### src/rtl/gamma_pkg.sv
// Shared types and default sizing for the gamma-cycle controller slice.
package gamma_pkg;

  typedef enum logic [1:0] {
    IDLE   = 2'd0,
    RESET  = 2'd1,
    RUN    = 2'd2,
    REPORT = 2'd3
  } gamma_state_e;

  localparam int NUM_NEURONS_DEF = 16;
  localparam int TIME_W_DEF      = 5;
  localparam int WINDOW_DEF      = 24;
  localparam int RST_CYCLES_DEF  = 4;
  localparam int IDX_W_DEF       = $clog2(NUM_NEURONS_DEF);

endpackage

### src/rtl/gamma_cycle_ctrl_if.sv
// Result handshake between the gamma-cycle controller and the learning/readout logic.
interface gamma_cycle_ctrl_if #(
  parameter int NUM_NEURONS = 16,
  parameter int TIME_W      = 5
) ();
  localparam int IDX_W = $clog2(NUM_NEURONS);

  logic              result_valid;
  logic              result_ready;
  logic [IDX_W-1:0]  winner_idx;
  logic [TIME_W-1:0] winner_time;
  logic              no_spike;

  modport master (
    output result_valid, winner_idx, winner_time, no_spike,
    input  result_ready
  );

  modport slave (
    input  result_valid, winner_idx, winner_time, no_spike,
    output result_ready
  );
endinterface

### src/rtl/first_spike_enc.sv
// Lowest-index detector over an active-low spike vector.
module first_spike_enc #(
  parameter int NUM_NEURONS = 16,
  parameter int IDX_W       = 4
) (
  input  logic [NUM_NEURONS-1:0] spikes_n,
  output logic                   any_spike,
  output logic [IDX_W-1:0]       idx
);

  // Scanning downward lets the lowest low bit overwrite any higher one.
  always_comb begin
    any_spike = ~&spikes_n;
    idx       = '0;
    for (int i = NUM_NEURONS - 1; i >= 0; i--) begin
      if (!spikes_n[i]) idx = IDX_W'(i);
    end
  end

endmodule

### src/rtl/gamma_cycle_ctrl.sv
// Gamma-cycle sequencer: hold column in reset, release, time-stamp first spike, report.
// GAMMA_FULL_WINDOW_EN: run the whole window and expose an accumulated spike_mask.
module gamma_cycle_ctrl
  import gamma_pkg::*;
#(
  parameter int NUM_NEURONS = NUM_NEURONS_DEF,
  parameter int TIME_W      = TIME_W_DEF,
  parameter int WINDOW      = WINDOW_DEF,
  parameter int RST_CYCLES  = RST_CYCLES_DEF
) (
  input  logic                   clk,
  input  logic                   rst,
  input  logic                   start,
  output logic                   busy,
  output logic                   col_rst,
  input  logic [NUM_NEURONS-1:0] spikes_out,
`ifdef GAMMA_FULL_WINDOW_EN
  output logic [NUM_NEURONS-1:0] spike_mask,
`endif
  gamma_cycle_ctrl_if.master     res
);

  localparam int IDX_W  = $clog2(NUM_NEURONS);
  localparam int RCNT_W = (RST_CYCLES > 1) ? $clog2(RST_CYCLES) : 1;
  localparam logic [TIME_W-1:0] T_LAST    = TIME_W'(WINDOW - 1);
  localparam logic [TIME_W-1:0] T_NONE    = TIME_W'(WINDOW);
  localparam logic [RCNT_W-1:0] RCNT_LAST = RCNT_W'(RST_CYCLES - 1);

  gamma_state_e      state;
  logic [RCNT_W-1:0] rcnt;
  logic [TIME_W-1:0] t;
  logic              result_valid;
  logic [IDX_W-1:0]  winner_idx;
  logic [TIME_W-1:0] winner_time;
  logic              no_spike;
  logic              any_spike;
  logic [IDX_W-1:0]  enc_idx;
`ifdef GAMMA_FULL_WINDOW_EN
  logic              captured;
`endif

  first_spike_enc #(
    .NUM_NEURONS(NUM_NEURONS),
    .IDX_W      (IDX_W)
  ) u_enc (
    .spikes_n (spikes_out),
    .any_spike(any_spike),
    .idx      (enc_idx)
  );

  assign res.result_valid = result_valid;
  assign res.winner_idx   = winner_idx;
  assign res.winner_time  = winner_time;
  assign res.no_spike     = no_spike;

  always_ff @(posedge clk) begin
    if (rst) begin
      state        <= IDLE;
      col_rst      <= 1'b1;
      busy         <= 1'b0;
      result_valid <= 1'b0;
      winner_idx   <= '0;
      winner_time  <= '0;
      no_spike     <= 1'b0;
      rcnt         <= '0;
      t            <= '0;
`ifdef GAMMA_FULL_WINDOW_EN
      captured     <= 1'b0;
      spike_mask   <= '0;
`endif
    end else begin
      case (state)
        IDLE: begin
          if (start) begin
            state <= RESET;
            busy  <= 1'b1;
            rcnt  <= '0;
          end
        end
        RESET: begin
          if (rcnt == RCNT_LAST) begin
            state   <= RUN;
            col_rst <= 1'b0;
            t       <= '0;
`ifdef GAMMA_FULL_WINDOW_EN
            captured   <= 1'b0;
            spike_mask <= '0;
`endif
          end else begin
            rcnt <= rcnt + RCNT_W'(1);
          end
        end
        RUN: begin
`ifdef GAMMA_FULL_WINDOW_EN
          spike_mask <= spike_mask | ~spikes_out;
          if (any_spike && !captured) begin
            captured    <= 1'b1;
            winner_idx  <= enc_idx;
            winner_time <= t;
          end
          if (t == T_LAST) begin
            state        <= REPORT;
            col_rst      <= 1'b1;
            result_valid <= 1'b1;
            no_spike     <= !captured && !any_spike;
            if (!captured && !any_spike) begin
              winner_idx  <= '0;
              winner_time <= T_NONE;
            end
          end else begin
            t <= t + TIME_W'(1);
          end
`else
          // The column is cleared in the same edge the winner is latched.
          if (any_spike) begin
            winner_idx   <= enc_idx;
            winner_time  <= t;
            no_spike     <= 1'b0;
            state        <= REPORT;
            col_rst      <= 1'b1;
            result_valid <= 1'b1;
          end else if (t == T_LAST) begin
            winner_idx   <= '0;
            winner_time  <= T_NONE;
            no_spike     <= 1'b1;
            state        <= REPORT;
            col_rst      <= 1'b1;
            result_valid <= 1'b1;
          end else begin
            t <= t + TIME_W'(1);
          end
`endif
        end
        REPORT: begin
          if (res.result_ready) begin
            state        <= IDLE;
            busy         <= 1'b0;
            result_valid <= 1'b0;
          end
        end
        default: state <= IDLE;
      endcase
    end
  end

endmodule

### src/flat_wrapper.sv
// flat-port wrapper written by rule: the top's interface ports become plain ports
module gamma_cycle_ctrl_flat import gamma_pkg::*;
#(
  parameter int NUM_NEURONS = NUM_NEURONS_DEF,
  parameter int TIME_W      = TIME_W_DEF,
  parameter int WINDOW      = WINDOW_DEF,
  parameter int RST_CYCLES  = RST_CYCLES_DEF
)
  (clk, rst, start, busy, col_rst, spikes_out, res_result_valid, res_winner_idx, res_winner_time, res_no_spike, res_result_ready);
  gamma_cycle_ctrl_if #(.NUM_NEURONS(NUM_NEURONS), .TIME_W(TIME_W)) res_i ();
  input  logic clk;
  input  logic rst;
  input  logic start;
  output logic busy;
  output logic col_rst;
  input  logic [NUM_NEURONS-1:0] spikes_out;
  output wire logic [$bits(res_i.result_valid)-1:0] res_result_valid;
  output wire logic [$bits(res_i.winner_idx)-1:0] res_winner_idx;
  output wire logic [$bits(res_i.winner_time)-1:0] res_winner_time;
  output wire logic [$bits(res_i.no_spike)-1:0] res_no_spike;
  input wire logic [$bits(res_i.result_ready)-1:0] res_result_ready;
  assign res_result_valid = res_i.result_valid;
  assign res_winner_idx = res_i.winner_idx;
  assign res_winner_time = res_i.winner_time;
  assign res_no_spike = res_i.no_spike;
  assign res_i.result_ready = res_result_ready;
  gamma_cycle_ctrl #(.NUM_NEURONS(NUM_NEURONS), .TIME_W(TIME_W), .WINDOW(WINDOW), .RST_CYCLES(RST_CYCLES)) u_core (.clk(clk), .rst(rst), .start(start), .busy(busy), .col_rst(col_rst), .spikes_out(spikes_out), .res(res_i));
endmodule
### config.mk
export PLATFORM = sky130hd
export DESIGN_NAME = gamma_cycle_ctrl_flat
export DESIGN_NICKNAME = d
export VERILOG_FILES = /design/src/rtl/gamma_pkg.sv /design/src/rtl/gamma_cycle_ctrl_if.sv /design/src/rtl/first_spike_enc.sv /design/src/rtl/gamma_cycle_ctrl.sv /design/src/flat_wrapper.sv
export SDC_FILE = /design/constraint.sdc
export NUM_CORES = 1
export LEC_CHECK = 0
export ABC_AREA = 1
export BUFFER_PORTS_ARGS = -buffer_cell sky130_fd_sc_hd__buf_2
export CAP_MARGIN = 20
export CORE_MARGIN = 5
export CORE_UTILIZATION = 30
export DETAILED_ROUTE_END_ITERATION = 10
export GPL_TIMING_DRIVEN = 0
export SYNTH_ARGS = -nofsm -noshare
export SYNTH_HDL_FRONTEND = slang
export SYNTH_SLANG_ARGS = --single-unit
### constraint.sdc
create_clock -name clk -period 1.59 [get_ports clk]
set_input_delay 0.0795 -clock clk [delete_from_list [all_inputs] [get_ports clk]]
set_output_delay 0.0795 -clock clk [all_outputs]
set_load 0.005 [all_outputs]
==> results of run 1 <==
==> placed cells by master, fill, tap and decap left out, types with 4 or more instances in the layout <==
cell                      instances
sky130_fd_sc_hd__nand2_1         37
sky130_fd_sc_hd__inv_2            4
sky130_fd_sc_hd__nor2_1           7
sky130_fd_sc_hd__buf_2           32
sky130_fd_sc_hd__nor3_1           4
sky130_fd_sc_hd__dfxtp_1         18
sky130_fd_sc_hd__o21ai_0          6
sky130_fd_sc_hd__inv_1           15
sky130_fd_sc_hd__a21oi_1         16
sky130_fd_sc_hd__nand4_1          5
sky130_fd_sc_hd__buf_4            7
sky130_fd_sc_hd__nand3_1          5
==> layer usage <==
metal,part of all wire,routed length (µm),GRT usage
met3,0.065,187,0.02355
met5,0,0,0
met4,0.023,67,0.05637
met2,0.49,1415,0.1790
met1,0.42,1214,0.1261
==> flip-flops by register name, summed over array words and instances (netlist names) <==
| name | flops |
|---|---|
| u_core.t | 5 |
| u_core.col_rst | 1 |
| u_core.res.result_valid | 1 |
| u_core.res.winner_time | 5 |
| u_core.state | 2 |
| u_core.busy | 1 |
| u_core.res.winner_idx | 4 |
| u_core.res.no_spike | 1 |
| u_core.rcnt | 2 |
==> where the power goes <==
| group | internal, mW | switching (mW) |
|---|---|---|
| logic | 0.434 | 0.553 |
| registers | 0.676 | 0.0867 |
| clock network | 0.337 | 0.195 |
| total | 1.45 | 0.834 |
==> synth_stat cells <==
cell type                   instances  area (µm²)
sky130_fd_sc_hd__nor4_1             2       12.51
sky130_fd_sc_hd__o2111ai_1          1       8.760
sky130_fd_sc_hd__o21ai_0            8       40.04
sky130_fd_sc_hd__nand2_2            1       6.260
sky130_fd_sc_hd__o21bai_1           1       7.510
sky130_fd_sc_hd__o21ai_4            1       16.27
sky130_fd_sc_hd__nor3b_1            1       7.510
sky130_fd_sc_hd__nand3b_1           1       7.510
sky130_fd_sc_hd__nor2_4             1       11.26
sky130_fd_sc_hd__o21ai_1            3       15.01
sky130_fd_sc_hd__or2_2              1       6.260
sky130_fd_sc_hd__nor2_1             7       26.28
sky130_fd_sc_hd__o211ai_1           3       22.52
sky130_fd_sc_hd__nand2_1           37       138.9
sky130_fd_sc_hd__nand3_2            1       10.01
sky130_fd_sc_hd__inv_1             20       75.07
sky130_fd_sc_hd__a211oi_1           2       15.01
sky130_fd_sc_hd__nand4_1            5       31.28
sky130_fd_sc_hd__ha_1               6       75.07
sky130_fd_sc_hd__a31oi_1            1       6.260
sky130_fd_sc_hd__clkbuf_1           1       3.750
sky130_fd_sc_hd__a21oi_1           16       80.08
sky130_fd_sc_hd__nor2_2             2       12.51
sky130_fd_sc_hd__inv_2              3       11.26
sky130_fd_sc_hd__o211a_1            1       10.01
sky130_fd_sc_hd__nand2_4            1       11.26
sky130_fd_sc_hd__nor3_1             4       20.02
sky130_fd_sc_hd__nand3_1            6       30.03
sky130_fd_sc_hd__dfxtp_1           22       440.4
==> worst reg2reg max path: stages, from the launching register on <==
cell and delay, ps:
sky130_fd_sc_hd__dfxtp_4 370, sky130_fd_sc_hd__ha_4 150, sky130_fd_sc_hd__inv_4 40, sky130_fd_sc_hd__nor4_4 210
sky130_fd_sc_hd__inv_2 80, sky130_fd_sc_hd__o21ai_4 200, sky130_fd_sc_hd__nor2_4 80, sky130_fd_sc_hd__buf_4 140
sky130_fd_sc_hd__o211a_1 190
==> cell type report <==
class,count,share of cell area
clock buffer,3,0.02548
buffer,1,0.002317
clock inverter,1,0.01853
inverter,23,0.06100
sequential,22,0.2795
timing repair buffer,40,0.1436
tap,48,0.03707
multi-input combinational,113,0.4324
==> path summary, 6_finish.rpt <==
path                                    end                      start  depth (start not counted)  slack [ps]
setup reg to reg                u_core.t[0]                u_core.t[1]                          8          20
setup / recovery                u_core.t[0]                u_core.t[1]                          8          20
hold reg to reg   u_core.res.winner_time[0]  u_core.res.winner_time[0]                          2         460
hold / removal              u_core.state[0]                        rst                          2          10
==> repair_timing <==
action	in CTS	in global routing
endpoints found under the setup margin	15	17
buffers inserted	3	5
pin swaps	2	8
resized for setup	8	23
==> through the flow <==
step	instances	total power, mW	instance area (µm²)	hold WS [ps]	util
floorplan	159	1.275	1159	158.0	-
global placement	239	1.494	1379	298.8	0.3738
detailed placement	239	1.500	1379	303.9	0.3738
CTS	246	2.106	1498	16.31	0.4060
global route	251	2.441	1620	16.75	0.4393
finish	251	2.281	1620	10.61	0.4393
==> cell families after synthesis <==
group / Yosys count
AOI/OAI and AO/OA: 37
DFF: 22
and+or+nand+nor: 70
buffers and inverters: 24
adders and majority gates: 6
==> impl_summary.md, run 1 <==
Timing
The transition time of the tightest slew-check pin is 492.2 ps. Of the available clock period, the critical path in the final layout requires 0.9881. Setup repair after global routing could not meet its margin everywhere. The headroom to the max-slew limit is 0.6719.

The slack of the critical path is 18.87 ps. The number of failing hold endpoints at the final stage is 0. The count of endpoints failing setup in the final report is 0. Static timing analysis puts the maximum clock frequency at 636.5 MHz. The final critical delay including setup and external delays is 1571 ps.

The setup skew after layout is 3.465 ps. The post-route setup TNS is 0 ps. The final-report max-slew violation count came to 0.

Cells and area
The number of inserted diodes is 0. Summing all multi-input logic gate instances after layout gives 700.7 µm². In the final layout, the share of cells above drive strength 1 is 0.3498. The register cell area after layout is 452.9 µm².

The filler cell count in the final layout is 380. At the end of the flow, the number of nets in the layout was 230. The synthesis-to-finish area growth is 39.85%.

Clock network
The CTS tree is yes. The hold buffer count at cts is 0. The tree is rooted in a sky130_fd_sc_hd__clkbuf_8. The clock transition at the registers of the reported paths is 80 ps.

In this run the number of H-tree levels came out at 1. The clock drives 22 sinks. The clock passes through at most 2 buffers. The TritonCTS buffer count is 3.

At the later pin of the worst-skew pair, clock insertion delay measures 270 ps.

Job
The number of max-cap violations is 0.

Placed design
OpenSTA, run right after detailed placement, puts the worst setup slack at -191.6 ps. The routability congestion estimate is 0.7845. Summed over all nets, the half-perimeter wirelength after detailed placement is 2.054 mm.

The count of buffers from port buffering is 32.

Setup path
The critical path goes through ha_4 > inv_4 > nor4_4 > inv_2 > o21ai_4 > nor2_4 > buf_4 > o211a_1. In this design, the stage delay of the slowest critical-path cell is 370 ps. Of all nets on the critical path, the largest fanout is 4. The kind of cell with the highest combined delay along the critical path is compound AO/OA/AOI/OAI gates.

The worst setup path is of the reg2reg kind. Among all stages on the critical path, the largest delay is contributed by sky130_fd_sc_hd__dfxtp_4. Counting both buffers and inverters, the worst setup path holds a total of 3.

Data on the critical path is required at its endpoint by 1760 ps. The worst setup path is captured at a flip-flop. The arrival time of the worst setup path is 1740 ps. The worst setup path is launched from a flip-flop.

Min path
The path class of the lowest-slack min-delay path is in2reg.

Synthesis
The combinational family with the most area after synthesis is simple AND/OR/NAND/NOR gates. Synthesis instantiated 29 different standard cells from the library. The post-synthesis xor/xnor area fraction is 0. The Yosys warning count is 0. The post-synthesis sequential element count is 22. The summed instance area of the synthesized netlist is 1159 µm².

Dividing the synthesized area by the synthesized cell count gives 7.287 µm². The cell count after synthesis is 159. The compound-gate portion of the synthesized area is 0.1911. Of the total synthesized cell area, the portion taken by full adders, half adders and majority gates is 0.06479. The simple-gate share of the synthesized area is 0.2862. The share of synthesized area occupied by flip-flops and latches is 0.3801. Measured against the total synthesized area, the mux share comes to 0. Counting every net in the synthesized netlist gives 185.

Global route
The maximum number of pins on one net before global-route repair is 14. For this run, the total global-route usage over all layers was measured as 0.1066. The number of global-route vias before repair is 1,058.

The first-pass GRT wire length is 4.436 mm. The initial antenna violation count came to 0. The global-route congestion overflow total is 0.

Route
The routed layout has 1,171 vias. Dividing the detail-routed wire length by the instance count gives 11.49 µm. The number of remaining DRC errors is 0. The final layout contains routed wiring with a total length of 2.884 mm. The residual antenna-violating net count after detailed routing is 0. The detailed-router iteration count before antenna repair is 4.

The detailed router's first-iteration violation count is 49. After detailed routing, the number of vias per cell comes to 4.665.

Floorplan
For this configuration, the core starts out at a cell density of 0.3141. The number of placement rows is 22. The horizontal extent of the die is 72.15 µm. The die covers 5205 µm². The core footprint is 3689 µm². The die span in y is 72.15 µm. The I/O pin total is 33.

Pwr
The total power per unit cell area is 1408 nW/µm². In this run the static leakage power is 0.7096 nW. The maximum ir drop on the vdd rail is 0.5587 mV.

Status
The run finished with clean final reports.
(Power assumes the default switching activity.)
==> run 2, diff against run 1 <==
--- a/config.mk
+++ b/config.mk
@@ -6,12 +6,12 @@
 export NUM_CORES = 1
 export LEC_CHECK = 0
 export ABC_AREA = 1
-export BUFFER_PORTS_ARGS = -buffer_cell sky130_fd_sc_hd__buf_2
-export CAP_MARGIN = 20
+export BUFFER_PORTS_ARGS = -buffer_cell sky130_fd_sc_hd__clkbuf_2
 export CORE_MARGIN = 5
 export CORE_UTILIZATION = 30
 export DETAILED_ROUTE_END_ITERATION = 10
 export GPL_TIMING_DRIVEN = 0
+export PLACE_DENSITY_LB_ADDON = 0.3
 export SYNTH_ARGS = -nofsm -noshare
 export SYNTH_HDL_FRONTEND = slang
 export SYNTH_SLANG_ARGS = --single-unit
==> impl_summary.md, run 2 (synthesis gave the netlist of run 1 again) <==
Clock network
The H-tree depth reported by CTS is 1 (unchanged). The clock transition at the registers of the reported paths came to 80 ps (about the same). The count of clock tree sinks is 22 (unchanged). The hold buffer count at cts was 0 (unchanged).

The maximum count of clock buffers along a single path is 2 (unchanged). The TritonCTS buffer count is 3 (unchanged). TritonCTS built the clock tree. CTS placed an instance of sky130_fd_sc_hd__clkbuf_8 at the clock tree root.

The worst-skew pair later-pin latency is 260 ps (about the same).

Global route
The global-route congestion overflow total is 0 (unchanged). The number of global-route vias before repair is 985 (-6.9%). The first-pass GRT wire length was 4.402 mm (-0.77%). The total track usage is 0.1052 (-0.001437). The initial antenna violation count is 0 (unchanged). The maximum number of pins on one net before global-route repair came to 14 (unchanged).

Timing
The setup skew after layout came to 3.582 ps (+0.1178 ps). The slack of the critical path is -26.33 ps (-45.20 ps). The final-layout worst hold slack is 16.67 ps (+6.057 ps). The share of the clock period used by the worst path after layout was 1.017 (+0.02843). Setup repair after global routing could not meet its margin everywhere. The final critical delay including setup and external delays came to 1616 ps (+45.20 ps). The fmax came to 618.7 MHz (-2.8%).

The count of endpoints failing setup in the final report is 2 (+2). The number of failing hold endpoints at the final stage is 0 (unchanged). The transition time of the tightest slew-check pin was 479.6 ps (-12.58 ps). The headroom to the max-slew limit is 0.6803 (+0.008388). The final-report max-slew violation count came to 0 (unchanged).

Setup path
STA classifies the critical path startpoint as a flip-flop. The critical path capture point type is a flip-flop. The path type of the worst setup path is reg2reg. The required time at the worst-slack endpoint was 1750 ps (about the same). The maximum fanout along the worst path was 5 (+1).

The arrival time of the worst setup path was 1780 ps (+40 ps).

Pwr
The sum of internal, switching and leakage power is 2.321 mW (+1.8%). The static leakage power is 0.7153 nW (+0.80%). The net load switching power is 0.8313 mW (-0.35%). The proportion of power drawn by the clock network came to 0.223 (-0.010). The share of power burned in combinational logic was 0.444 (+0.011). The switching part of the total was 0.3581 (-0.007551).

The internal power summed over all cells was 1.490 mW (+3.0%). The proportion of power drawn by flip-flops and latches was 0.333 (about the same). The maximum ir drop on the vdd rail is 0.8313 mV (+49%). The total power per unit cell area is 1408 nW/µm² (about the same).

Job
The number of max-cap violations is 0 (unchanged).

Floorplan
The floorplan die area is 5205 µm² (unchanged). The number of placement rows is 22 (unchanged). The horizontal extent of the die is 72.15 µm (unchanged). The die span in y is 72.15 µm (unchanged). The starting density of the core was 0.3141 (unchanged). The I/O pin total is 33 (unchanged). The core footprint is 3689 µm² (unchanged).

Placed design
The total half-perimeter wirelength after legalization and detailed placement is 2.009 mm (-2.2%). The count of buffers from port buffering came to 32 (unchanged). The routability congestion estimate is 0.8193 (+4.4%).

The cell area after placement is 1379 µm² (unchanged).

Min path
The path class of the lowest-slack min-delay path is in2reg.

Cells and area
The post-route standard cell area excluding fillers is 1649 µm² (+1.8%). The largest registers in the layout are u_core.res.winner_time (5), u_core.t (5), u_core.res.winner_idx (4). The final net count is 232 (+0.87%).

The layout cell share with drive strength beyond 1 is 0.3854 (+0.03561). The core occupancy in the finished layout is 0.4471 (+0.007802). The top cell types in the final layout, fill and taps aside, are sky130_fd_sc_hd__nand2_1, sky130_fd_sc_hd__clkbuf_2, sky130_fd_sc_hd__dfxtp_1. The library cell used most frequently in the layout, excluding fill and tap cells, is sky130_fd_sc_hd__nand2_1. The synthesis-to-finish area growth is 42.33%. The number of inserted diodes is 0 (unchanged). The filler cell count in the final layout is 393 (+3.4%).

Route
The vias after detailed routing is 1,170 (-0.085%). The number of remaining DRC errors is 0 (unchanged). The detailed router's first-iteration violation count is 44 (-10%). The detail-routed net length per standard cell was 11.16 µm (-2.9%). The final wirelength is 2.824 mm (-2.1%). The detailed-router iteration count before antenna repair is 4 (unchanged).

The residual antenna-violating net count after detailed routing was 0 (unchanged). The average vias per placed instance is 4.625 (-0.88%).

Status
The final reports fail on setup timing. The run finished, with violations left.
-- run 2: changes by cell type in the layout (fill, tap and decap cells not counted), sizes merged --
cell,change
clkbuf,+32
buf,-30
-- run 2: area by class of cell --
class,count,area [µm²],area share
clock buffers,3,41.29,0.02504
repair buffers,42,247.7,0.1502
flip-flops and latches,22,455.4,0.2762
well taps,48,60.06,0.03642
inverters,23,91.34,0.05539
clock inverters,1,30.03,0.01821
plain buffers,1,3.754,0.002276
multi-input cells,113,719.4,0.4363
-- run 2: worst max-delay path: stages (launching register included) --
cell	delay, ps
sky130_fd_sc_hd__dfxtp_4	390
sky130_fd_sc_hd__ha_4	150
sky130_fd_sc_hd__inv_4	40
sky130_fd_sc_hd__nor4_4	250
sky130_fd_sc_hd__inv_2	90
sky130_fd_sc_hd__o21ai_4	190
sky130_fd_sc_hd__nor2_4	80
sky130_fd_sc_hd__buf_4	140
sky130_fd_sc_hd__o211a_1	190
-- run 2: path summary, 6_finish.rpt --
check / from / to / slack (ps) / cells past startpoint
max reg2reg: u_core.t[0] / u_core.t[0] / -30 / 8
max: u_core.t[0] / u_core.t[0] / -30 / 8
min: rst / u_core.state[0] / 20 / 2
min reg2reg: u_core.res.winner_time[0] / u_core.res.winner_time[0] / 470 / 2
-- run 2: layer usage --
layer  track usage  routed length, µm  part of all wire  vias up
met5             0                  0                 0        -
met4       0.03758                 24            0.0085        0
met3       0.03601                144             0.051        2
met2        0.1557               1322              0.47       20
met1        0.1412               1333              0.47      518
li1              -                  -                 -      630
-- run 2: repair_timing --
| action | 4_1_cts | 5_1_grt |
|---|---|---|
| buffers inserted | 1 | 9 |
| gates resized for setup | 9 | 26 |
| endpoints found under the setup margin | 16 | 19 |
| pin swaps | 2 | 12 |
-- run 2: power by group through the flow --
stage	Sequential [mW]	Combinational (mW)	Clock (mW)
final	0.773	1.03	0.518
after global routing	0.789	1.13	0.562
after CTS	0.747	0.793	0.531
after detailed placement	0.744	0.744	0
after global placement	0.745	0.739	0
after floorplan	0.736	0.539	0
-- run 2: metrics by stage --
stage	setup WS, ps	instances	TNS, ps
floorplan	19.78	159	0
global placement	-189.2	239	-1367
detailed placement	-191.7	239	-1308
CTS	3.326	244	0
global route	-130.4	253	-504.2
finish	-26.33	253	-35.27
